### src/rtl/ahb_master_bridge.sv
// ---------------------------------------------------------------------------
// ahb_master_bridge
//
// Purpose:
//   Bridges a simple CPU request port onto a pipelined address/data bus.
//   CPU requests are buffered in a small FIFO and issued in acceptance order.
//   Each bus transfer has one address phase and a data phase that lasts
//   until the slave returns Ready. While a data phase is in progress, the
//   address of the next queued request is already driven, so back-to-back
//   transfers run with no idle cycle. A data phase that waits TIMEOUT cycles
//   without Ready is aborted and reported on CpuErr.
//
// Handshake:
//   The CPU side is valid/ready style. CpuReq is the valid signal and CpuAck
//   is the ready signal, and CpuAck = CpuReq & ~full. A request is
//   transferred on any rising edge where CpuAck is high. The CPU must hold
//   CpuWrite/CpuAddr/CpuWData stable while CpuReq is high and CpuAck is low.
//
// Parameters:
//   TIMEOUT  data-phase cycles without Ready before the transfer is aborted
//            (1..31, since the wait counter is 5 bits wide)
//   QDEPTH   request FIFO depth. Fixed at 2; pointer wrap relies on a
//            power-of-two depth.
//
// Ports:
//   Clk, Rst_n      clock, asynchronous active-low reset
//   CpuReq          CPU request valid
//   CpuWrite        1 = write, 0 = read
//   CpuAddr         request word address
//   CpuWData        write data
//   CpuAck          request accepted this cycle
//   CpuRValid       one-cycle pulse, CpuRData holds read data
//   CpuRData        captured read data
//   CpuErr          one-cycle pulse, oldest transfer aborted on timeout
//   CpuBusy         FIFO non-empty or bus transfer outstanding
//   Trans           bus transfer active
//   AdressBus       address-phase value
//   ReadWrite       data-phase direction
//   MasterWriteBus  data-phase write data
//   Ready           slave completed the current data phase
//   MasterReadBus   slave read data, valid with Ready
//   dbg_state_o     current FSM state (0 = IDLE, 1 = ADDR, 2 = DATA)
// ---------------------------------------------------------------------------
module ahb_master_bridge #(
  parameter int TIMEOUT = 16,
  parameter int QDEPTH  = 2
) (
  input  logic        Clk,
  input  logic        Rst_n,
  input  logic        CpuReq,
  input  logic        CpuWrite,
  input  logic [15:0] CpuAddr,
  input  logic [15:0] CpuWData,
  output logic        CpuAck,
  output logic        CpuRValid,
  output logic [15:0] CpuRData,
  output logic        CpuErr,
  output logic        CpuBusy,
  output logic        Trans,
  output logic [15:0] AdressBus,
  output logic        ReadWrite,
  output logic [15:0] MasterWriteBus,
  input  logic        Ready,
  input  logic [15:0] MasterReadBus,
  output logic [1:0]  dbg_state_o
);

  localparam int PTR_W = (QDEPTH > 1) ? $clog2(QDEPTH) : 1;
  localparam int CNT_W = $clog2(QDEPTH + 1);
  localparam logic [CNT_W-1:0] CNT_FULL = CNT_W'(QDEPTH);
  localparam logic [4:0]       TO_VAL   = 5'(TIMEOUT);

  typedef enum logic [1:0] {
    ST_IDLE = 2'd0,
    ST_ADDR = 2'd1,
    ST_DATA = 2'd2
  } state_t;

  typedef struct packed {
    logic        wr;
    logic [15:0] addr;
    logic [15:0] wdata;
  } req_t;

  // -------------------------------------------------------------------------
  // Request FIFO
  // -------------------------------------------------------------------------
  req_t             q_mem_q [QDEPTH];
  logic [PTR_W-1:0] wr_ptr_q, wr_ptr_d;
  logic [PTR_W-1:0] rd_ptr_q, rd_ptr_d;
  logic [CNT_W-1:0] count_q, count_d;

  logic q_empty;
  logic q_full;
  logic push;
  logic pop;
  req_t q_head;
  req_t q_in;

  assign q_empty = (count_q == '0);
  assign q_full  = (count_q == CNT_FULL);
  assign q_head  = q_mem_q[rd_ptr_q];
  assign q_in    = '{wr: CpuWrite, addr: CpuAddr, wdata: CpuWData};

  // Acceptance depends only on the current fill level, so a request is
  // never taken on a full FIFO even when the same edge pops an entry.
  assign CpuAck = CpuReq & ~q_full;
  assign push   = CpuAck;

  always_comb begin
    wr_ptr_d = wr_ptr_q;
    rd_ptr_d = rd_ptr_q;
    count_d  = count_q;
    if (push) begin
      wr_ptr_d = wr_ptr_q + PTR_W'(1);
    end
    if (pop) begin
      rd_ptr_d = rd_ptr_q + PTR_W'(1);
    end
    case ({push, pop})
      2'b10:   count_d = count_q + CNT_W'(1);
      2'b01:   count_d = count_q - CNT_W'(1);
      default: count_d = count_q;
    endcase
  end

  always_ff @(posedge Clk or negedge Rst_n) begin
    if (!Rst_n) begin
      wr_ptr_q <= '0;
      rd_ptr_q <= '0;
      count_q  <= '0;
    end else begin
      wr_ptr_q <= wr_ptr_d;
      rd_ptr_q <= rd_ptr_d;
      count_q  <= count_d;
    end
  end

  // Storage needs no reset: an entry is only read after it has been written.
  always_ff @(posedge Clk) begin
    if (push) begin
      q_mem_q[wr_ptr_q] <= q_in;
    end
  end

  // -------------------------------------------------------------------------
  // Transfer FSM
  // -------------------------------------------------------------------------
  state_t      state_q, state_d;
  req_t        aslot_q, aslot_d;   // request in its address phase
  req_t        dslot_q, dslot_d;   // request in its data phase
  logic [4:0]  wait_cnt_q, wait_cnt_d;
  logic [4:0]  wait_inc;
  logic        rvalid_q, rvalid_d;
  logic [15:0] rdata_q, rdata_d;
  logic        err_q, err_d;

  assign wait_inc = wait_cnt_q + 5'd1;

  always_ff @(posedge Clk or negedge Rst_n) begin
    if (!Rst_n) begin
      state_q    <= ST_IDLE;
      aslot_q    <= '0;
      dslot_q    <= '0;
      wait_cnt_q <= '0;
      rvalid_q   <= 1'b0;
      rdata_q    <= '0;
      err_q      <= 1'b0;
    end else begin
      state_q    <= state_d;
      aslot_q    <= aslot_d;
      dslot_q    <= dslot_d;
      wait_cnt_q <= wait_cnt_d;
      rvalid_q   <= rvalid_d;
      rdata_q    <= rdata_d;
      err_q      <= err_d;
    end
  end

  always_comb begin
    state_d        = state_q;
    aslot_d        = aslot_q;
    dslot_d        = dslot_q;
    wait_cnt_d     = wait_cnt_q;
    rvalid_d       = 1'b0;
    rdata_d        = rdata_q;
    err_d          = 1'b0;
    pop            = 1'b0;
    Trans          = 1'b0;
    AdressBus      = '0;
    ReadWrite      = 1'b0;
    MasterWriteBus = '0;

    case (state_q)
      ST_IDLE: begin
        if (!q_empty) begin
          pop     = 1'b1;
          aslot_d = q_head;
          state_d = ST_ADDR;
        end
      end

      ST_ADDR: begin
        Trans      = 1'b1;
        AdressBus  = aslot_q.addr;
        dslot_d    = aslot_q;
        wait_cnt_d = '0;
        state_d    = ST_DATA;
      end

      ST_DATA: begin
        Trans          = 1'b1;
        ReadWrite      = dslot_q.wr;
        MasterWriteBus = dslot_q.wdata;
        // The next queued address is driven during this data phase, so the
        // head request has had its address phase by the time it moves
        // straight into the data slot.
        AdressBus      = q_empty ? dslot_q.addr : q_head.addr;

        if (Ready) begin
          wait_cnt_d = '0;
          if (!dslot_q.wr) begin
            rvalid_d = 1'b1;
            rdata_d  = MasterReadBus;
          end
          if (!q_empty) begin
            pop     = 1'b1;
            dslot_d = q_head;
          end else begin
            state_d = ST_IDLE;
          end
        end else if (wait_inc == TO_VAL) begin
          // Abort: the data slot is dropped and queued requests are kept.
          // Passing through IDLE leaves Trans low for exactly one cycle
          // before the next queued request starts its address phase.
          err_d      = 1'b1;
          wait_cnt_d = '0;
          state_d    = ST_IDLE;
        end else begin
          wait_cnt_d = wait_inc;
        end
      end

      default: begin
        state_d = ST_IDLE;
      end
    endcase
  end

  assign CpuRValid   = rvalid_q;
  assign CpuRData    = rdata_q;
  assign CpuErr      = err_q;
  assign CpuBusy     = ~q_empty | (state_q != ST_IDLE);
  assign dbg_state_o = state_q;

endmodule
### config.mk
export PLATFORM = sky130hd
export DESIGN_NAME = ahb_master_bridge
export DESIGN_NICKNAME = d
export VERILOG_FILES = /design/src/rtl/ahb_master_bridge.sv
export SDC_FILE = /design/constraint.sdc
export NUM_CORES = 1
export LEC_CHECK = 0
export ABC_AREA = 1
export CAP_MARGIN = 20
export CORE_ASPECT_RATIO = 0.6
export CORE_MARGIN = 5
export CORE_UTILIZATION = 51
export DETAILED_ROUTE_END_ITERATION = 6
export PLACE_DENSITY_LB_ADDON = 0.12
export SLEW_MARGIN = 30
export SYNTH_ARGS = -nofsm -noshare
export SYNTH_HDL_FRONTEND = slang
export SYNTH_SLANG_ARGS = --single-unit
### constraint.sdc
create_clock -name Clk -period 3.5 [get_ports Clk]
set_clock_uncertainty 0.05 [all_clocks]
set_input_delay 0.35 -clock Clk [delete_from_list [all_inputs] [get_ports Clk]]
set_output_delay 0.35 -clock Clk [all_outputs]
set_load 0.01 [all_outputs]
Word level (Yosys, flattened, before mapping) --
Memory sizes are Yosys's and may differ from the RTL's. Cells that the tools add are included.
Operators by class: $add $sub $neg 5, equal/unequal tests 11, multiplexer cells 28, bitwise operators 5, reductions and logical operators 10
Operator list (number):
- two-way mux 33 bit | 2
- one-hot mux 33 bit (2 select lines) | 1
- two-way mux 16 bit | 2
- one-hot mux 16 bit (2 select lines) | 1
- two-way mux 1 bit | 12
- two-way mux 5 bit | 2
- one-hot mux 5 bit (2 select lines) | 1
- AND reduction 3 bit | 3
- two-way mux 2 bit | 4
- equality test 2 bit, second input constant | 3
- inequality test 2 bit, second input constant | 3
- inequality test 3 bit, second input constant | 2
- one-hot mux 2 bit (3 select lines) | 1
- nonzero test 2 bit | 3
- adder 5 x 1 -> 5 bit, second input constant | 1
- equality test 5 bit, second input constant | 1
- equality test 2 x 1 -> 1 bit, second input constant | 2
- logical NOT 2 bit | 2
- one-hot mux 2 bit (2 select lines) | 1
- inverter 1 bit | 3
- adder 1 bit, second input constant | 2
- adder 2 x 1 -> 2 bit, second input constant | 1
- one-hot mux 1 bit (2 select lines) | 1
- AND reduction 2 bit | 1
- 4 further kinds | 4
Word-level totals: register bits after elaboration 95, RAM bits 66, bits of input ports 53, logic and storage cells 74, memories 1
Memory list:
- q_mem_q | words 2, width 33, rd ports 1, clocked after Yosys merged registers in 0, wr ports 1, line 88 | req_t q_mem_q [QDEPTH];

Depth between registers and ports, before layout --
depth after elaboration 6, depth in mapped cells 10, depth with buffers taken out 9

Worst setup path before layout --
No wires, ideal clock.
path kind register -> register, from reg count_q[1], to mem q_mem_q[1][0] in the netlist's numbering, enable pin, data arrival time 2045 ps, required time 3025 ps, slack 981 ps, cell stages (with the launch flop) 4, buffers on the path 0, cells stage by stage dfrtp_1 > inv_1 > o21ai_0 > nor2_1
On the way: cells in the longest elaborated chain, start to end 5
RTL lines:
- from (decl) | line 91 | logic [CNT_W-1:0] count_q, count_d;
- from (signal assigned) | line 135 | count_q <= count_d;
- equality test 2 bit | line 101 | assign q_full = (count_q == CNT_FULL);
- inverter 1 bit | line 107 | assign CpuAck = CpuReq & ~q_full;
- AND 1 bit | line 107
- two-way mux 1 bit | line 141 | if (push) begin
- two-way mux 1 bit (not written as such) | line 142 | q_mem_q[wr_ptr_q] <= q_in;
- to (decl) | line 88
Every way passes these cells.

Worst setup path in the final report --
from reg state_q[0] (netlist: dbg_state_o[0]), to out AdressBus[0]
On the way: cells in the longest elaborated chain, start to end 2, elaborated cells on any way between the ends 3, classes of those cells eq/ne: 2; mux: 1
RTL lines:
- from (decl) | line 149 | state_t state_q, state_d;
- from (signal assigned) | line 170 | state_q <= state_d;
- equality test 2 bit / equality test 2 x 1 -> 1 bit (equally long branches) | line 194 | case (state_q)
- one-hot mux 16 bit (2 select lines) * | line 194
- to (decl) | line 60 | output logic [15:0] AdressBus,
Every way passes the cells marked *; elsewhere a longest branch is shown, timed or not.

==> flow_metrics.py <==
metrics = {
    "clock_tree": {
        "post-cts-setup-buffers": 0,
        "cts_tree": "yes",
        "clock-root-buffer": "clkbuf_16",
        "cts_resized": 0,
        "numCtsBuffers": 17,
        "clock-sinks": 161,
        "clock_latency_ns": 0.42,
        "htreeDepth": 4,
        "clockBufferDepth": 2,
        "clk_pin_slew_ns": 0.07,
    },
    "routing": {
        "firstDrtPassIters": 5,
        "num_vias": 5028,
        "wl_um": 15900,
        "avgViaCountPerCell": 5.28,
        "drt-wirelength-per-cell_um": 16.7,
        "drt_iter0_drc": 494,
        "antenna_left": 0,
        "drcViolationCount": 0,
    },
    "finish": {
        "nNetsFinal": 823,
        "regArea_mm2": 0.00436,
        "multi_input_area_mm2": 0.00224,
        "drive_gt1_share_pct": 7.34,
        "area.growth.synth_to_final_pct": 25.1,
        "fillers": 1031,
        "antenna_cells": 0,
        "instances_no_fill": 952,
    },
    "synthesis": {
        "yosysSeqAreaShare_pct": 62.6,
        "ys_ff_latch": 161,
        "synth-edff-count": 66,
        "post_synth.cell_area_avg_um2": 10.5,
        "synth_nets": 724,
        "synth_xor_area_share_pct": 0.377,
        "synth-compound-area-share_pct": 11.2,
        "async_flop_share_pct": 59.0,
        "synth_top_area_share_pct": 34.1,
        "synth.cell_area_mm2": 0.00697,
        "synth-simple-area-share_pct": 17.0,
        "ys_warn_count": 0,
        "synth.area.top_cells": "dfrtp_1 34%, edfxtp_1 28%, nand2_1 12%",
        "ys.flop_type": "dfrtp_1",
        "synth_mux_area_share_pct": 2.44,
        "synth_cells": 665,
        "synth_top_family_by_area": "simple AND/OR/NAND/NOR gates",
        "synthAdderAreaFrac_pct": 1.08,
        "synth_area_leader_cell": "dfrtp_1",
        "ys_types": 34,
    },
    "floorplanning": {
        "io_pins": 109,
        "start_util_pct": 51.6,
        "core_mm2": 0.0135,
        "row_count": 33,
        "die_x_um": 161,
        "dieArea_mm2": 0.0162,
        "die_h_um": 101,
    },
    "setup_path": {
        "cp.required_ns": 3.10,
        "slowest_delay_ns": 0.59,
        "cp_max_fo": 19,
        "regToRegSetupSlack_ns": 0.88,
        "r2r_start": "dbg_state_o[1]",
        "cp-startpoint": "dbg_state_o[0]",
        "cp.arrival_ns": 2.74,
        "crit_type": "flip-flop to output pin",
        "critPathCaptureType": "output pin",
        "crit_slowest_cell": "clkdlybuf4s50_1",
        "cp_cell_sequence": "inv_1 -> ha_1 -> clkinv_1 -> a21oi_1 -> clkdlybuf4s50_1",
        "worst_setup_path_start_kind": "flip-flop",
    },
    "power": {
        "irDropWorstVdd_mv": 0.556,
        "leakagePower_nw": 3.71,
        "powerDensity_mw_per_mm2": 933,
    },
    "sta": {
        "relSlewSlack_pct": 44.6,
        "post-route-period-util_pct": 89.8,
        "grt_setup_unrepaired": "false",
        "hold_viol": 0,
        "tightestPinTransition_ns": 0.831,
        "fin_setup_tns_ns": 0,
        "slew_viol_final": 0,
        "fmax_ghz": 0.318,
        "layout_min_cycle_time_ns": 3.14,
        "setup_viol": 0,
    },
    "placed_design": {
        "place.gp.congestion": 0.811,
        "dpl.hpwl_um": 10700,
        "dp_cells": 919,
        "io_buffers": 108,
    },
    "grt": {
        "grt_max_degree": 67,
        "grt_overflow": 0,
        "grt_pass1_wl_um": 25800,
        "grt_pass1_vias": 4943,
        "track_usage_pct": 20.4,
        "antenna_found_initial": 0,
    },
    "hold_path": {
        "worstHoldPathType": "flip-flop to flip-flop",
        "hold_path_startpoint": "CpuRData[8]",
    },
    "run_status": {
        "outcome": "complete, no violations",
    },
    "flow_run": {
        "max-cap-violations": 0,
    },
}
==> cell type report <==
class	count	share of cell area, %
inverter	33	1.51
timing repair buffer	119	13.5
clock buffer	17	4.88
multi-input combinational	432	25.8
sequential	161	50.0
clock inverter	15	1.82
tap	175	2.51
==> layout by cell type, fill, tap and decap left out, drive strengths merged <==
master	n
clkbuf	17
nand4	2
o21a	16
a22o	1
mux2i	17
xor2	2
xnor2	1
a21oi	19
dfrtp	95
buf	11
nor2	8
ha	6
clkdlybuf4s50	107
o22ai	1
nand2	231
nand3	24
nor3	1
edfxtp	66
clkinv	8
dlygate4sd3	1
o211ai	49
o21ai	37
and2	17
inv	40
==> power breakdown <==
group / switching [mW] / internal [mW]
logic: 1.94 / 1.30
registers: 0.385 / 2.70
clock network: 0.849 / 0.957
==> synth_stat cells, types with 3 or more instances <==
| master | count |
|---|---|
| nand2_1 | 228 |
| dfrtp_1 | 95 |
| edfxtp_1 | 66 |
| o211ai_1 | 49 |
| o21ai_0 | 34 |
| inv_1 | 27 |
| nand3_1 | 23 |
| a21oi_1 | 19 |
| mux2i_1 | 17 |
| o21a_1 | 16 |
| and2_1 | 14 |
| buf_2 | 14 |
| clkbuf_1 | 9 |
| buf_4 | 8 |
| nor2_1 | 7 |
| buf_6 | 6 |
| ha_1 | 6 |
| inv_4 | 3 |
| o21ai_1 | 3 |
==> registers in the layout, indices dropped and copies added, names as in the netlist <==
name / flops
CpuErr: 1
count_q: 2
dslot_q: 33
wait_cnt_q: 5
wr_ptr_q: 1
CpuRData: 16
dbg_state_o: 2
CpuRValid: 1
aslot_q: 33
rd_ptr_q: 1
q_mem_q: 66
==> per-stage QoR <==
| step | total power [mW] | utilization [%] | hold WS [ns] | setup slack [ns] | area [um^2] |
|---|---|---|---|---|---|
| floorplan | 5.22 | - | 0.00441 | 0.981 | 6970 |
| global placement | 6.20 | 60.1 | 0.352 | 0.849 | 8120 |
| detailed placement | 6.33 | 60.1 | 0.353 | 0.813 | 8120 |
| CTS | 8.17 | 64.5 | 0.414 | 0.360 | 8710 |
| global route | 8.68 | 64.5 | 0.422 | 0.181 | 8710 |
| finish | 8.13 | 64.5 | 0.420 | 0.358 | 8710 |
==> cell families (layout without fill, tap and decap cells) <==
kind of cell | after synthesis | count (layout)
mux | 17 | 17
fa+ha+maj | 6 | 6
compound gates | 123 | 123
buf+inv | 72 | 184
xor+xnor | 3 | 3
flops | 161 | 161
simple gates | 283 | 283
==> final timing paths <==
kind	end	cells after the start
worst max-delay path	AdressBus[0]	5
worst min-delay path	CpuRData[8]	2
worst max register to register	dslot_q[26]	7
worst min register to register	CpuRData[8]	2
max in group asynchronous	aslot_q[17]	3
min in group asynchronous	CpuRData[4]	2
==> per-layer routing <==
layer	up-vias	GRT usage, %	wire length [um]
met4	0	5.18	165
met3	12	5.52	1270
met1	2383	31.6	7860
met2	180	28.6	6600
met5	-	0	0
li1	2453	-	-
==> worst max-delay path: cells and delay by family, from the launching register on <==
kind	cells	cell delay [ns]
AO/OA/AOI/OAI	1	0.35
adder cells (fa/ha/maj)	1	0.40
buffers and inverters	3	1.17
flip-flops	1	0.40
==> repair_timing <==
item	4_1_cts	5_1_grt
setup endpoints to repair	0	0
hold endpoints to repair	45	0
hold buffers	1	0
Power figures use the tool's default switching activity.
